==> src/rtl/imem_loader.sv <==
// rtl/imem_loader.sv - boot-time image loader and fetch-port arbiter for instruction RAM
//
// Accepts a byte stream: two length bytes (word count, big-endian), 4*len data
// bytes forming big-endian words written to instruction RAM from index 0, then
// one XOR checksum byte over the data bytes. The CPU is held in reset until a
// load verifies; after that the RAM address port follows the PC.
//
// Ports:
//   clk, reset            system clock, synchronous active-high reset
//   rx_data/valid/ready   byte stream in (handshake = rx_valid & rx_ready)
//   reload                one-cycle request to reload, only acted on in RUN
//   pc_address            fetch byte address from the PC
//   imem_addr             instruction RAM address port
//   imem_we/waddr/wdata   instruction RAM write port (registered)
//   cpu_reset             holds the pipeline in reset
//   load_done             image loaded and checksum verified
//   load_error            last load attempt failed

module imem_loader #(
   parameter int ADDR_WIDTH = 8
) (
   input  logic                  clk,
   input  logic                  reset,
   input  logic [7:0]            rx_data,
   input  logic                  rx_valid,
   output logic                  rx_ready,
   input  logic                  reload,
   input  logic [31:0]           pc_address,
   output logic [31:0]           imem_addr,
   output logic                  imem_we,
   output logic [ADDR_WIDTH-1:0] imem_waddr,
   output logic [31:0]           imem_wdata,
   output logic                  cpu_reset,
   output logic                  load_done,
   output logic                  load_error
);

   typedef enum logic [2:0] {
      LEN_HI,
      LEN_LO,
      DATA,
      CHECK,
      RUN
   } state_t;

   localparam logic [31:0] LEN_MAX = 32'd1 << ADDR_WIDTH;

   state_t                state_q, state_d;
   logic [15:0]           len_q, len_d;
   logic [23:0]           word_q, word_d;       // first three bytes of the word in flight
   logic [1:0]            byte_cnt_q, byte_cnt_d;
   logic [ADDR_WIDTH:0]   widx_q, widx_d;       // one extra bit so a full RAM never wraps
   logic [7:0]            xor_q, xor_d;
   logic                  imem_we_q, imem_we_d;
   logic [ADDR_WIDTH-1:0] imem_waddr_q, imem_waddr_d;
   logic [31:0]           imem_wdata_q, imem_wdata_d;
   logic                  load_error_q, load_error_d;

   logic                  accept;
   logic [31:0]           len_new;
   logic                  last_word;

   always_ff @(posedge clk) begin
      if (reset) begin
         state_q      <= LEN_HI;
         len_q        <= '0;
         word_q       <= '0;
         byte_cnt_q   <= '0;
         widx_q       <= '0;
         xor_q        <= '0;
         imem_we_q    <= 1'b0;
         imem_waddr_q <= '0;
         imem_wdata_q <= '0;
         load_error_q <= 1'b0;
      end else begin
         state_q      <= state_d;
         len_q        <= len_d;
         word_q       <= word_d;
         byte_cnt_q   <= byte_cnt_d;
         widx_q       <= widx_d;
         xor_q        <= xor_d;
         imem_we_q    <= imem_we_d;
         imem_waddr_q <= imem_waddr_d;
         imem_wdata_q <= imem_wdata_d;
         load_error_q <= load_error_d;
      end
   end

   always_comb begin
      state_d      = state_q;
      len_d        = len_q;
      word_d       = word_q;
      byte_cnt_d   = byte_cnt_q;
      widx_d       = widx_q;
      xor_d        = xor_q;
      imem_we_d    = 1'b0;
      imem_waddr_d = imem_waddr_q;
      imem_wdata_d = imem_wdata_q;
      load_error_d = load_error_q;

      rx_ready  = (state_q != RUN);
      accept    = rx_valid & rx_ready;
      len_new   = {16'd0, len_q[15:8], rx_data};
      last_word = (32'(widx_q) == ({16'd0, len_q} - 32'd1));

      case (state_q)
         LEN_HI: begin
            if (accept) begin
               len_d[15:8]  = rx_data;
               load_error_d = 1'b0;
               state_d      = LEN_LO;
            end
         end
         LEN_LO: begin
            if (accept) begin
               len_d[7:0] = rx_data;
               // Lengths beyond RAM capacity are rejected up front so the
               // write index can never run past the last word.
               if (len_new == 32'd0 || len_new > LEN_MAX) begin
                  load_error_d = 1'b1;
                  state_d      = LEN_HI;
               end else begin
                  widx_d     = '0;
                  byte_cnt_d = '0;
                  xor_d      = '0;
                  state_d    = DATA;
               end
            end
         end
         DATA: begin
            if (accept) begin
               word_d     = {word_q[15:0], rx_data};
               xor_d      = xor_q ^ rx_data;
               byte_cnt_d = byte_cnt_q + 2'd1;
               if (byte_cnt_q == 2'd3) begin
                  imem_we_d    = 1'b1;
                  imem_waddr_d = widx_q[ADDR_WIDTH-1:0];
                  imem_wdata_d = {word_q, rx_data};
                  widx_d       = widx_q + 1'b1;
                  if (last_word) begin
                     state_d = CHECK;
                  end
               end
            end
         end
         CHECK: begin
            if (accept) begin
               if (rx_data == xor_q) begin
                  state_d = RUN;
               end else begin
                  load_error_d = 1'b1;
                  state_d      = LEN_HI;
               end
            end
         end
         RUN: begin
            if (reload) begin
               load_error_d = 1'b0;
               state_d      = LEN_HI;
            end
         end
         default: state_d = LEN_HI;
      endcase
   end

   assign imem_we    = imem_we_q;
   assign imem_waddr = imem_waddr_q;
   assign imem_wdata = imem_wdata_q;
   assign load_error = load_error_q;
   assign cpu_reset  = (state_q != RUN);
   assign load_done  = (state_q == RUN);
   assign imem_addr  = (state_q == RUN) ? pc_address : 32'({imem_waddr_q, 2'b00});

endmodule
==> config.mk <==
export PLATFORM = sky130hd
export DESIGN_NAME = imem_loader
export DESIGN_NICKNAME = d
export VERILOG_FILES = /design/src/rtl/imem_loader.sv
export SDC_FILE = /design/constraint.sdc
export NUM_CORES = 1
export LEC_CHECK = 0
export CORE_MARGIN = 2
export CORE_UTILIZATION = 53
export DETAILED_ROUTE_END_ITERATION = 8
export PLACE_DENSITY_LB_ADDON = 0.15
export SYNTH_ARGS = -nofsm -noshare
export SYNTH_HDL_FRONTEND = slang
export SYNTH_SLANG_ARGS = --single-unit
export TNS_END_PERCENT = 1
==> constraint.sdc <==
create_clock -name clk -period 4.2 [get_ports clk]
set_clock_uncertainty 0.1 [all_clocks]
set_input_delay 0.84 -clock clk [delete_from_list [all_inputs] [get_ports clk]]
set_output_delay 0.84 -clock clk [all_outputs]
set_load 0.01 [all_outputs]
; Yosys cells after proc, flatten, opt, wreduce, memory -nomap -nowiden
; Index checks and enable logic that the tools add are counted.
[word_totals]
out_inout_bits = 77
input_bits = 44
register_bits = 104
elab_cells = 83
[classes]
n_mux = 32
n_reduce_logical = 14
eq_ne = 18
order_cmp = 1
n_bitwise = 4
addsub = 3
[ops]
columns = op, count
row1 = $mux 9, 4
row2 = $eq 9x32->1, 1
row3 = $mux 32, 1
row4 = $mux 3, 8
row5 = $mux 8, 3
row6 = $ne 2x2->1 const B, 10
row7 = $pmux 9 s2, 1
row8 = $sub 16x1->17 const B, 1
row9 = $gt 16x9->1 const B, 1
row10 = $logic_not 16->1, 1
row11 = $pmux 8 s2, 1
row12 = $pmux 3 s5, 1
row13 = $reduce_and 7->1, 2
row14 = $add 9x1->9 const B, 1
row15 = $eq 8x8->1, 1
row16 = $mux 2, 4
row17 = $xor 8x8->8, 1
row18 = $mux 1, 7
row19 = $eq 3x2->1 const B, 2
row20 = $reduce_and 2->1, 3
row21 = $reduce_and 5->1, 1
row22 = $pmux 1 s4, 1
row23 = $pmux 2 s2, 1
row24 = $reduce_and 4->1, 1
row25 = other kinds (13), 14

; Depth between registers and ports, before layout
; Gate-level depths: netlist (run 1).
[depth]
ltp_word = 6
ltp_mapped = 8
depth_no_buf = 8

; Least setup slack after synthesis (run 1)
; OpenSTA, ideal clock, no wires.
[synth_timing]
path_kind = input to register
startpoint = input port rx_data[5]
endpoint = register widx_q[4]
arrival_ns = 2.284
cell_stages = 7
required_time_ns = 3.981
setup_slack_ns = 1.697
path_cell_list = clkbuf_1 -> nor4_1 -> a21boi_1 -> o41ai_4 -> nand4_1 -> xor2_1 -> nor2_1
[synth_between]
elab_chain_len = 4
word_cells_on_any_way = 5
cone_classes = order compare (1) / eq/ne (1) / reduce/logical (3)
[synth_lines]
columns = element, line_no
row1 = start: declaration, 24  ; input logic [7:0] rx_data,
row2 = $gt 16x9->1 or $logic_not 16->1 (tied branches), 119  ; if (len_new == 32'd0 || len_new > LEN_MAX) begin
row3 = $logic_or 1x1->1 (*), 119
row4 = $ne 2x2->1 (no line) (*), -
row5 = $reduce_and 5->1 (no line) (*), -
row6 = end signal: assignment, 80  ; widx_q <= widx_d;
row7 = end: declaration, 52  ; logic [ADDR_WIDTH:0] widx_q, widx_d;
; Mark *: on every way between the ends. The rest lies on a longest branch, timed or not.
; A chain may end at the register's enable or synchronous reset.

; Worst setup path in the final report (run 1)
[layout_timing]
startpoint = register state_q[0]
endpoint = output port imem_addr[2]
[layout_between]
elab_chain_len = 2
[layout_lines]
columns = element, line_no
row1 = start: declaration, 48  ; state_t state_q, state_d;
row2 = start signal: assignment, 76  ; state_q <= state_d;
row3 = $eq 3x3->1, 172  ; assign imem_addr = (state_q == RUN) ? pc_address : 32'({imem_waddr_q, 2'b00});
row4 = $mux 32, 172
row5 = end: declaration, 29  ; output logic [31:0] imem_addr,
; No other way between the ends.

==> impl_metrics.ini, run 1 <==
[synthesis]
yosysSeqAreaShare = 0.435
yosys-top-cells-count = nand2_1, dfxtp_1, a21oi_1
syn_inst = 637
synth.most_common_cell = nand2_1
synth_edf_count = 0
synth.ff_latch_count = 104
ys_types = 54
synth_top_area_cell = dfxtp_1
ys.flop_type = dfxtp_1
syn_area_um2 = 4790
async_reset_ff_frac = 0
synthTopCellsByArea = dfxtp_1, nand2_1, a21oi_1
synth_warnings = 0
synth_nets = 684
yosysTopAreaCellShare = 0.435
synth_area_per_cell_um2 = 7.52

[detailed_routing]
antenna_left = 0
drtIter0Drc = 227
first_pass_iters = 4
routedWlPerCell_um = 14.9
viasPerCell = 5.57
drc = 0
wl_mm = 12.6
vias = 4694

[cells_and_area]
nets = 777
fillCellCount = 732
drive_above_1_share = 0.0612
final_cell_area_um2 = 6210
multiInputGateArea_um2 = 2510
area.sequential_um2 = 2080
n_antenna_cell = 0
flow.area_growth_from_synthesis_pct = 29.7

[worst_hold_path]
holdCritPathClass = flop to flop

[floorplanning]
dieArea_um2 = 9810
die_width_um = 99.1
initial_core_util = 0.547
coreArea_um2 = 8760
rows = 34
fp.dieH_um = 99.1
io_pins = 121

[clocking]
post_cts_buffers = 0
root_buffer = clkbuf_8
cts_sinks = 104
cts_max_level = 3
cts-resized-gates = 0
clock_path_buffers = 2
worst_skew_pair.late_latency_ns = 0.37
cts_hold_buf = 0
numCtsBuffers = 9
cts_tree = done
clkTransAtPathRegs_ns = 0.11

[pwr]
finalPower_w = 0.00192
leakage_nw = 2.26
p_per_area_nw_per_um2 = 308
worst_ir_drop_vdd_v = 0.000212

[timing]
drv_slew = 0
post-route-min-period_ns = 3.28
timing.fmax_mhz = 305
fin_ws_ns = 0.923
setup-tns-final_ns = 0
max_slew_margin = 0.414
timing.final.crit_share = 0.780
timing.hold.ws_ns = 0.360
setup_viol = 0
tightest_slew_ns = 0.880
rsz0062_at_grt = false
hold_viol_final = 0

[setup_path]
critPathRequiredTime_ns = 3.26
cp_max_fo = 25
reg2reg_setup_slack_ns = 1.78
arrival_ns = 2.34
path_class = flop to output port
worstSetupEndpointType = output port
crit_path_start_kind = flop

[global_route]
grt_pass1_wl_mm = 20.9
grt_usage = 0.260
antenna_found_initial = 0
grt_overflow = 0
grt_pass1_vias = 4357
grt_max_degree = 48

[run]
drv_cap = 0

[placement]
place_area_um2 = 6020
preCtsSetupSlack_ns = 0.970
dp_hpwl_mm = 9.19
gp_congestion = 0.895
port_buffers = 120

[outcome]
outcome = finished, final reports clean
logic make-up after synthesis:
| group | count (synthesis) | synth area share |
|---|---|---|
| xor+xnor | 25 | 0.0457 |
| flops | 104 | 0.435 |
| simple gates | 321 | 0.302 |
| fa+ha+maj | 3 | 0.00784 |
| compound gates | 130 | 0.164 |
| buf+inv | 53 | 0.0439 |
| mux | 1 | 0.00209 |
registers in the layout, summed over array words and instances, names as in the netlist:
| register | count |
|---|---|
| xor_q | 8 |
| word_q | 24 |
| len_q | 16 |
| byte_cnt_q | 2 |
| widx_q | 9 |
| imem_wdata | 32 |
| imem_waddr | 8 |
| state_q | 3 |
| imem_we | 1 |
| load_error | 1 |
critical path: stages (launching register included):
cell and delay [ns]:
dfxtp_1 0.45, nor2_1 0.16, buf_4 0.24, nand2_1 0.07, buf_4 0.20, inv_2 0.18, nand2_1 0.08, nand2_1 0.06
clkdlybuf4s50_1 0.55
cell type report:
cell class	instances	area share
multi-input combinational	480	0.404
sequential	104	0.335
timing repair buffer	130	0.205
tap	108	0.0217
clock buffer	9	0.0199
clock inverter	7	0.0113
inverter	5	0.00302
metrics by stage:
step,utilization,instances
2_1_floorplan,-,637
5_1_grt,0.709,843
3_5_place_dp,0.687,827
4_1_cts,0.709,843
3_3_place_gp,0.687,827
6_report,0.709,843
layout by cell type (no fill, tap or decap), types with 2 or more instances in the layout:
| cell | count |
|---|---|
| nor3_1 | 6 |
| inv_6 | 3 |
| nand2_1 | 197 |
| a22oi_1 | 3 |
| o21ai_2 | 2 |
| o21ai_1 | 8 |
| xnor2_1 | 11 |
| nor2_1 | 38 |
| a211oi_1 | 2 |
| dfxtp_1 | 104 |
| xor2_1 | 14 |
| and3_1 | 27 |
| nand4_1 | 8 |
| nor4_1 | 5 |
| buf_4 | 10 |
| o22ai_1 | 2 |
| nand3_1 | 10 |
| clkdlybuf4s50_1 | 119 |
| ha_1 | 3 |
| o21a_1 | 3 |
| nor3_2 | 2 |
| nand2b_1 | 7 |
| nor2b_1 | 7 |
| clkbuf_8 | 9 |
| or2_2 | 4 |
| a21oi_1 | 93 |
| inv_1 | 4 |
routing by layer:
layer	track usage	vias up	wire length, µm
met5	0	-	0
met2	0.420	169	6120
li1	-	2316	-
met1	0.351	2190	5420
met3	0.0511	19	815
met4	0.0832	0	198
worst paths after layout:
check,endpoint,startpoint,cells after the start
worst min-delay path,imem_wdata[29]$_SDFFE_PP0P_,word_q[21]$_SDFFE_PP0P_,2
worst min register to register,imem_wdata[29]$_SDFFE_PP0P_,word_q[21]$_SDFFE_PP0P_,2
worst max register to register,state_q[1]$_SDFFE_PP0P_,len_q[0]$_SDFFE_PP0P_,8
worst max-delay path,imem_addr[2],state_q[0]$_SDFFE_PP0P_,8
power breakdown:
group	leakage, nW	switching [W]	internal [W]	total, W
clock network	0.0955	0.000375	0.000232	0.000607
registers	0.840	0.0000296	0.00101	0.00104
logic	1.32	0.000157	0.000114	0.000271
total	2.26	0.000562	0.00135	0.00192
No activity file was read; power rests on OpenSTA's default activity.
==> run 2, diff against run 1 <==
--- a/config.mk
+++ b/config.mk
@@ -6,7 +6,7 @@
 export NUM_CORES = 1
 export LEC_CHECK = 0
 export CORE_MARGIN = 2
-export CORE_UTILIZATION = 53
+export CORE_UTILIZATION = 49
 export DETAILED_ROUTE_END_ITERATION = 8
 export PLACE_DENSITY_LB_ADDON = 0.15
 export SYNTH_ARGS = -nofsm -noshare
==> constraint.sdc (replaced) <==
create_clock -name clk -period 3.3 [get_ports clk]
set_clock_uncertainty 0.1 [all_clocks]
set_input_delay 0.66 -clock clk [delete_from_list [all_inputs] [get_ports clk]]
set_output_delay 0.66 -clock clk [all_outputs]
set_load 0.01 [all_outputs]
==> impl_metrics.ini, run 2 (synthesized netlist as in run 1, its figures left out) <==
[timing]
max_slew_margin = 0.406
tightest_slew_ns = 0.890
setup_viol = 0
hold_viol_final = 0
post-route-min-period_ns = 3.09
drv_slew = 0
timing.final.crit_share = 0.937
timing.fmax_mhz = 324
rsz0062_at_grt = false
setup-tns-final_ns = 0

[setup_path]
critPathMostFrequentCell = nand2_1
path_cells = nor2_1 -> nand2_1 -> inv_2 -> nand2_1 -> nand2_1 -> clkdlybuf4s50_1
r2r_start = len_q[11]$_SDFFE_PP0P_
cp_top_family = buffers and inverters
cp_max_fo = 13
cp_slowest_cell = clkdlybuf4s50_1
r2r_cells = 6
arrival_ns = 2.33
slowest_delay_ns = 0.53
worstSetupEndpointType = output port
crit_path_start_kind = flop
timing.rr.end = widx_q[5]$_SDFFE_PP0P_
path_class = flop to output port
reg2reg_setup_slack_ns = 0.93
path_buf_inv = 2
critPathRequiredTime_ns = 2.54

[detailed_routing]
antenna_left = 0
drtIter0Drc = 193
wl_mm = 12.6
first_pass_iters = 5
vias = 4641
viasPerCell = 5.30
drc = 0
routedWlPerCell_um = 14.4

[clocking]
cts_tree = done
cts-resized-gates = 0
cts_max_level = 3
post_cts_buffers = 0
numCtsBuffers = 9
cts_hold_buf = 0
clock_path_buffers = 2
root_buffer = clkbuf_8
cts_sinks = 104
worst_skew_pair.late_latency_ns = 0.37
clkTransAtPathRegs_ns = 0.11

[cells_and_area]
flow.area_growth_from_synthesis_pct = 32.4
fin_util = 0.658
n_antenna_cell = 0
final_common_cell = nand2_1
fillCellCount = 855
area.sequential_um2 = 2080
nets = 785
final_cell_mix = nand2_1, clkdlybuf4s50_1, dfxtp_1
multiInputGateArea_um2 = 2510
largest_reg_flops = 32
drive_above_1_share = 0.0713

[global_route]
grt_pass1_wl_mm = 19.7
grt_overflow = 0
grt_usage = 0.234
grt_pass1_vias = 4128
grt_max_degree = 48
antenna_found_initial = 0

[floorplanning]
fp.dieH_um = 103
coreArea_um2 = 9640
initial_core_util = 0.497
io_pins = 121
dieArea_um2 = 10600
rows = 36
die_width_um = 103

[worst_hold_path]
holdCritPathClass = flop to flop
hold_end = imem_wdata[24]$_SDFFE_PP0P_
hold_depth = 2
worstHoldStart = imem_wdata[24]$_SDFFE_PP0P_

[pwr]
p_sw_frac = 0.296
p_switching_w = 0.000732
combPwrFrac = 0.142
p_per_area_nw_per_um2 = 390
power.internal_w = 0.00174
leakage_nw = 2.31
finalPower_w = 0.00248
p_clk_frac = 0.325
worst_ir_drop_vdd_v = 0.000278
p_seq_frac = 0.533

[run]
drv_cap = 0

[placement]
gp_congestion = 0.863
dp_hpwl_mm = 9.11
port_buffers = 120

[outcome]
outcome = finished, final reports clean
==> run 2: cell count changes in the layout (fill, tap and decap cells not counted) <==
cell | before | now
buf_4 | 10 | 16
inv_6 | 3 | 0
buf_12 | 0 | 2
inv_8 | 1 | 3
inv_12 | 0 | 1
==> run 2: area by class of cell <==
| class | instances | area share |
|---|---|---|
| Multi-Input combinational cell | 480 | 0.396 |
| Tap cell | 133 | 0.0262 |
| Clock inverter | 7 | 0.0130 |
| Clock buffer | 9 | 0.0195 |
| Inverter | 5 | 0.00296 |
| Sequential cell | 104 | 0.328 |
| Timing Repair Buffer | 138 | 0.214 |
==> run 2: stage by stage <==
stage / hold WS (ns) / setup slack [ns] / cells / instance area, µm²
finish: 0.360 / 0.209 / 876 / 6340
global route: 0.379 / 0.0429 / 876 / 6340
CTS: 0.362 / 0.161 / 876 / 6340
detailed placement: 0.346 / 0.276 / 860 / 6140
global placement: 0.339 / 0.364 / 860 / 6140
floorplan: 0.332 / 0.977 / 637 / 4790
==> run 2: per-layer routing <==
metal  GRT usage  share of wire
met1       0.304           0.44
met2       0.407           0.51
met3      0.0373          0.041
met4      0.0607          0.011
met5           0              0
==> run 2: how the worst max path moves through the flow <==
stage	startpoint	end	depth (start not counted)
finish	state_q[0]$_SDFFE_PP0P_	imem_addr[5]	6
global route	state_q[0]$_SDFFE_PP0P_	imem_addr[3]	6
CTS	state_q[0]$_SDFFE_PP0P_	imem_addr[5]	6
detailed placement	rx_data[6]	widx_q[5]$_SDFFE_PP0P_	7
global placement	rx_data[6]	widx_q[3]$_SDFFE_PP0P_	7
floorplan	rx_data[5]	widx_q[4]$_SDFFE_PP0P_	7
==> run 2: worst reg2reg max path, stage by stage (launching register included) <==
cell	delay, ns
dfxtp_1	0.34
nor4_2	0.58
nand4_1	0.31
o41ai_4	0.54
nand3_1	0.17
xor2_1	0.18
nor2_1	0.06
==> run 2: power by group through the flow <==
| stage | Combinational [W] | Clock, W | Sequential, W |
|---|---|---|---|
| floorplan | 0.000235 | 0 | 0.00133 |
| global placement | 0.000344 | 0 | 0.00134 |
| detailed placement | 0.000351 | 0 | 0.00135 |
| CTS | 0.000352 | 0.000819 | 0.00132 |
| global route | 0.000387 | 0.000869 | 0.00132 |
| finish | 0.000353 | 0.000805 | 0.00132 |
==> run 3, diff against run 2 <==
--- a/config.mk
+++ b/config.mk
@@ -9,6 +9,7 @@
 export CORE_UTILIZATION = 49
 export DETAILED_ROUTE_END_ITERATION = 8
 export PLACE_DENSITY_LB_ADDON = 0.15
+export SKIP_CTS_REPAIR_TIMING = 1
 export SYNTH_ARGS = -nofsm -noshare
 export SYNTH_HDL_FRONTEND = slang
 export SYNTH_SLANG_ARGS = --single-unit
==> results of run 3 <==
Same layout as run 2: the final DEF is identical, and so are final timing and power.
